File: config.mk
export PLATFORM = sky130hd
export DESIGN_NAME = matmul_result_serializer_flat
export DESIGN_NICKNAME = d
export VERILOG_FILES = /design/src/rtl/matmul_result_serializer_if.sv /design/src/rtl/matmul_result_serializer.sv /design/src/flat_wrapper.sv
export SDC_FILE = /design/constraint.sdc
export NUM_CORES = 1
export LEC_CHECK = 0
export BUFFER_PORTS_ARGS = -buffer_cell sky130_fd_sc_hd__buf_2
export CELL_PAD_IN_SITES_DETAIL_PLACEMENT = 0
export CELL_PAD_IN_SITES_GLOBAL_PLACEMENT = 1
export CORE_ASPECT_RATIO = 0.7
export CORE_MARGIN = 8
export CORE_UTILIZATION = 48
export DETAILED_ROUTE_END_ITERATION = 6
export HOLD_SLACK_MARGIN = 0.03
export PLACE_DENSITY_LB_ADDON = 0.1
export SYNTH_ARGS = -nofsm -noshare
export SYNTH_HDL_FRONTEND = slang
export SYNTH_SLANG_ARGS = --single-unit
File: constraint.sdc
create_clock -name clk -period 5.5 [get_ports clk]
set_input_delay 0.55 -clock clk [delete_from_list [all_inputs] [get_ports clk]]
set_output_delay 0.55 -clock clk [all_outputs]
set_load 0.02 [all_outputs]
File: src/rtl/matmul_result_serializer_if.sv
// Result-serializer bus: done/result capture side plus byte-wide valid/ready stream and overrun status.
interface matmul_result_serializer_if #(
  parameter int N_ELEM = 9,
  parameter int ELEM_W = 16
);
  logic                       done_in;
  logic [N_ELEM*ELEM_W-1:0]   c_flat;
  logic [7:0]                 out_data;
  logic                       out_valid;
  logic                       out_ready;
  logic                       out_last;
  logic                       busy;
  logic                       overrun;
  logic                       ovr_clr;

  // Serializer side
  modport slave (
    input  done_in, c_flat, out_ready, ovr_clr,
    output out_data, out_valid, out_last, busy, overrun
  );

  // Multiplier / sink side
  modport master (
    output done_in, c_flat, out_ready, ovr_clr,
    input  out_data, out_valid, out_last, busy, overrun
  );
endinterface

File: src/rtl/matmul_result_serializer.sv
// Shadows the 144-bit result on done_in and streams it out as 18 bytes, element 0 low byte first.
// First byte 1 cycle after done_in; holds byte under out_ready low; done_in while busy is dropped and flagged.
module matmul_result_serializer #(
  parameter int N_ELEM = 9,
  parameter int ELEM_W = 16
) (
  input  logic                     clk,
  input  logic                     rst_n,
  matmul_result_serializer_if.slave bus
);
  localparam int BYTES_PER_ELEM = ELEM_W / 8;
  localparam int N_BYTES        = N_ELEM * BYTES_PER_ELEM;
  localparam int SHADOW_W       = N_ELEM * ELEM_W;
  localparam int IDX_W          = 5;
  localparam int OFF_W          = $clog2(SHADOW_W);
  localparam logic [IDX_W-1:0] LAST_IDX = IDX_W'(N_BYTES - 1);

  typedef enum logic {IDLE, SEND} state_t;

  state_t              state_q, state_d;
  logic [IDX_W-1:0]    idx_q, idx_d;
  logic [SHADOW_W-1:0] shadow_q, shadow_d;
  logic                ovr_q, ovr_d;

  logic                valid_w;
  logic                xfer_w;
  logic                final_xfer_w;
  logic                ovr_set_w;
  logic [OFF_W-1:0]    byte_off_w;

  assign valid_w      = (state_q == SEND);
  assign xfer_w       = valid_w && bus.out_ready;
  assign final_xfer_w = xfer_w && (idx_q == LAST_IDX);
  assign byte_off_w   = OFF_W'(idx_q) << 3;

  always_ff @(posedge clk or negedge rst_n) begin
    if (!rst_n) begin
      state_q  <= IDLE;
      idx_q    <= '0;
      shadow_q <= '0;
      ovr_q    <= 1'b0;
    end else begin
      state_q  <= state_d;
      idx_q    <= idx_d;
      shadow_q <= shadow_d;
      ovr_q    <= ovr_d;
    end
  end

  always_comb begin
    state_d   = state_q;
    idx_d     = idx_q;
    shadow_d  = shadow_q;
    ovr_set_w = 1'b0;
    case (state_q)
      IDLE: begin
        if (bus.done_in) begin
          shadow_d = bus.c_flat;
          idx_d    = '0;
          state_d  = SEND;
        end
      end
      SEND: begin
        if (final_xfer_w) begin
          idx_d = '0;
          // A capture landing on the final transfer chains the next frame with no bubble.
          if (bus.done_in) begin
            shadow_d = bus.c_flat;
          end else begin
            state_d = IDLE;
          end
        end else if (xfer_w) begin
          idx_d = idx_q + IDX_W'(1);
        end
        if (bus.done_in && !final_xfer_w) begin
          ovr_set_w = 1'b1;
        end
      end
      default: begin
        state_d = IDLE;
        idx_d   = '0;
      end
    endcase
    if (ovr_set_w) begin
      ovr_d = 1'b1;
    end else if (bus.ovr_clr) begin
      ovr_d = 1'b0;
    end else begin
      ovr_d = ovr_q;
    end
  end

  assign bus.out_valid = valid_w;
  assign bus.busy      = valid_w;
  assign bus.out_last  = valid_w && (idx_q == LAST_IDX);
  assign bus.out_data  = shadow_q[byte_off_w +: 8];
  assign bus.overrun   = ovr_q;

endmodule

File: src/flat_wrapper.sv
// flat-port wrapper written by rule: the top's interface ports become plain ports
module matmul_result_serializer_flat 
#(
  parameter int N_ELEM = 9,
  parameter int ELEM_W = 16
)
  (clk, rst_n, bus_done_in, bus_c_flat, bus_out_ready, bus_ovr_clr, bus_out_data, bus_out_valid, bus_out_last, bus_busy, bus_overrun);
  matmul_result_serializer_if #(.N_ELEM(N_ELEM), .ELEM_W(ELEM_W)) bus_i ();
  input  logic clk;
  input  logic rst_n;
  input wire logic [$bits(bus_i.done_in)-1:0] bus_done_in;
  input wire logic [$bits(bus_i.c_flat)-1:0] bus_c_flat;
  input wire logic [$bits(bus_i.out_ready)-1:0] bus_out_ready;
  input wire logic [$bits(bus_i.ovr_clr)-1:0] bus_ovr_clr;
  output wire logic [$bits(bus_i.out_data)-1:0] bus_out_data;
  output wire logic [$bits(bus_i.out_valid)-1:0] bus_out_valid;
  output wire logic [$bits(bus_i.out_last)-1:0] bus_out_last;
  output wire logic [$bits(bus_i.busy)-1:0] bus_busy;
  output wire logic [$bits(bus_i.overrun)-1:0] bus_overrun;
  assign bus_i.done_in = bus_done_in;
  assign bus_i.c_flat = bus_c_flat;
  assign bus_i.out_ready = bus_out_ready;
  assign bus_i.ovr_clr = bus_ovr_clr;
  assign bus_out_data = bus_i.out_data;
  assign bus_out_valid = bus_i.out_valid;
  assign bus_out_last = bus_i.out_last;
  assign bus_busy = bus_i.busy;
  assign bus_overrun = bus_i.overrun;
  matmul_result_serializer #(.N_ELEM(N_ELEM), .ELEM_W(ELEM_W)) u_core (.clk(clk), .rst_n(rst_n), .bus(bus_i));
endmodule
==> results.tsv <==
metric	value	unit
outcome	finished, final reports clean	
die area	19100	µm²
DR iter-0 viols	232	
period utilization	0.643	
# diodes	0	
final setup TNS	0	ps
minimum clock period	3540	ps
All-Layer GR Usage	0.186	
maxcap violations	0	
Ports	161	
DR vias/cell	5.31	
Comb pwr share	0.337	
global route total overflow	0	
synthesized area	7160	µm²
critical path capture point	u_core.shadow_q[13]$_DFFE_PN0P_	
critical path class	flop to flop	
Final Setup Violations	0	
hold_buf cts	0	
post-synthesis average cell area	14.9	µm²
CTS buffer count	17	
DR WL/cell	20.2	µm
CTS H-tree depth	4	
row cnt	37	
GP Congestion	0.783	
DRC errors left	0	
hpwl dp	12.1	mm
Area Overhead vs Synth	21.1	%
max layer used	met4	
antenna viol nets, final	0	
CTS tree	done	
Unique masters post-synth	34	
RSZ-0062 raised after global routing	false	
clk_skew	6.13	ps
worst setup path start	u_core.idx_q[1]$_DFFE_PN0P_	
Slew headroom	0.348	
Sw Share	0.316	
Die Width	162	µm
sequential share of the synthesized area	0.528	
Finished Core Util	0.593	
power density cells	574	nW/µm²
Routed Wire Length	16.9	mm
initial antenna violation count	0	
Yosys reg bits	151	
nets	780	
PostCTS Resize Cnt	0	
YS warnings	0	
wl on met1	8.42	mm
Port Buffers	160	
R2R depth	7	
starting density of the core	0.489	
DRT Pass-1 Iters	7	
pin count of the biggest net entering global routing	98	
CTS Buffer Depth	2	
Clock Pin Slew Worst Setup and Hold Paths	60	ps
NetSw	1.57	mW
clock sink count	151	
die height	118	µm
worst r2r src	u_core.idx_q[1]$_DFFE_PN0P_	
critical path arrival	3840	ps
FF-to-FF End	u_core.shadow_q[13]$_DFFE_PN0P_	
via count	4444	
Slew Viols, Final	0	
vias in the first global route	5012	
clock power share	0.245	
share of cells above drive strength 1	0.456	
CP max FO	97	
crit end category	flop	
Final Power	4.98	mW
Gate Count Post-Synth	480	
setup slack, reg-to-reg	1960	ps
Internal	3.40	mW
Syn Nets	631	
setup bufs post-CTS	0	
Met2 Wirelength	6.98	mm
Hold WC Path Type	primary input to async pin	
Worst setup SP type	flop	
CTS root buffer	clkbuf_16	
CORE AREA	14600	µm²
Pleak	4.22	nW
worst-case hold slack	174	ps
Skew-Pair Late Insertion Delay	420	ps
sequential power share	0.418	
global-route wire length before repair	27.6	mm
final hold vios	0	
filler instances	1211	
Worst-Margin Slew	977	ps
Met3 Wirelength	1.17	mm
Worst VDD drop	250	µV
fmax	283	MHz
WP data required	5810	ps
[metrics by stage]
stage | cell area, µm² | setup slack [ps] | cells
global placement | 8060 | 1970 | 805
detailed placement | 8060 | 1910 | 805
global route | 8670 | 1640 | 837
CTS | 8670 | 1890 | 837
floorplan | 7160 | 2790 | 480
finish | 8670 | 1960 | 837
[cells in the mapped netlist (all sizes together)]
cell type,n,area share
mux2,177,0.31
dfrtp,151,0.53
buf,25,0.023
mux2i,17,0.024
o22ai,16,0.014
o31ai,10,0.010
clkbuf,9,0.0047
o21ai,9,0.0063
a211oi,8,0.0084
a221oi,8,0.0098
mux4,8,0.025
nor2b,8,0.0070
nand2,7,0.0040
nor2,6,0.0031
nand2b,3,0.0026
xor2,3,0.0037
ha,2,0.0035
inv,2,0.0010
nand4,2,0.0017
a21bo,1,0.0014
a21boi,1,0.0010
and2,1,0.00087
and3b,1,0.0012
and4bb,1,0.0017
nor4b,1,0.0021
or2,1,0.00087
or4b,1,0.0014
or4bb,1,0.0016
[registers in the layout, indices dropped and copies added (netlist names)]
name	count
u_core.bus.busy	1
u_core.bus.overrun	1
u_core.idx_q	5
u_core.shadow_q	144
[kinds of logic (layout without fill, tap and decap cells)]
family	after synthesis	after routing	synth area share
muxes	202	202	0.356
buffers and inverters	36	198	0.0292
and+or+nand+nor	33	33	0.0283
AOI/OAI and AO/OA	53	53	0.0514
DFF	151	151	0.528
adders and majority gates	2	2	0.00349
xor gates and xnor gates	3	3	0.00367
[layout by cell type (no fill, tap or decap), types with 2 or more instances in the layout]
cell type and count:
o22ai_1 16, mux2_1 89, o31ai_1 10, nand2b_1 3
a211oi_1 8, buf_4 4, mux2i_1 17, o21ai_0 9
dfrtp_1 150, bufinv_16 4, nand2_1 6, mux4_2 8
a221oi_1 8, nor2_1 6, ha_1 2, clkinv_2 2
mux2_2 33, nor2b_1 8, clkbuf_16 17, clkinv_4 2
mux2_4 55, buf_2 159, inv_6 2, clkbuf_1 4
nand4_1 2, xor2_1 3, inv_1 2
[worst min-delay path by stage]
| stage | startpoint | endpoint | slack [ps] | depth (start not counted) |
|---|---|---|---|---|
| after floorplan | rst_n | u_core.bus.busy$_DFF_PN0_ | 250 | 0 |
| after global placement | u_core.shadow_q[5]$_DFFE_PN0P_ | u_core.shadow_q[5]$_DFFE_PN0P_ | 470 | 1 |
| after detailed placement | u_core.shadow_q[4]$_DFFE_PN0P_ | u_core.shadow_q[4]$_DFFE_PN0P_ | 470 | 1 |
| after CTS | rst_n | u_core.shadow_q[35]$_DFFE_PN0P_ | 200 | 1 |
| after global routing | rst_n | u_core.shadow_q[59]$_DFFE_PN0P_ | 220 | 1 |
| final | rst_n | u_core.shadow_q[59]$_DFFE_PN0P_ | 170 | 1 |
[worst max-delay path, stage by stage, from the launching register on]
cell and delay, ps:
dfrtp_4 1040, inv_1 100, ha_1 220, and4bb_1 240, a21bo_2 280, nand2_8 650
buf_4 460, mux2_1 360
[per-layer routing]
metal  vias up  GRT usage
li1       2068          -
met1      2216      0.270
met2       135      0.249
met3        25     0.0558
met4         0     0.0865
met5         -          0
[final cells by class]
type | count | area (µm²) | area share
Sequential cell | 151 | 3780 | 0.436
Multi-Input combinational cell | 293 | 3190 | 0.367
Timing Repair Buffer | 164 | 837 | 0.0966
Clock buffer | 21 | 440 | 0.0508
Tap cell | 195 | 244 | 0.0281
Clock inverter | 11 | 173 | 0.0199
Inverter | 2 | 7.51 | 0.000866
[power by group through the flow]
stage | clock network, mW | registers [mW] | logic, mW
after CTS | 1.25 | 2.08 | 1.70
after floorplan | 0 | 1.87 | 1.37
final | 1.22 | 2.08 | 1.68
after global placement | 0 | 2.07 | 1.65
after detailed placement | 0 | 2.09 | 1.68
after global routing | 1.30 | 2.16 | 1.82
Note: power is estimated with default switching activity, not from simulation.
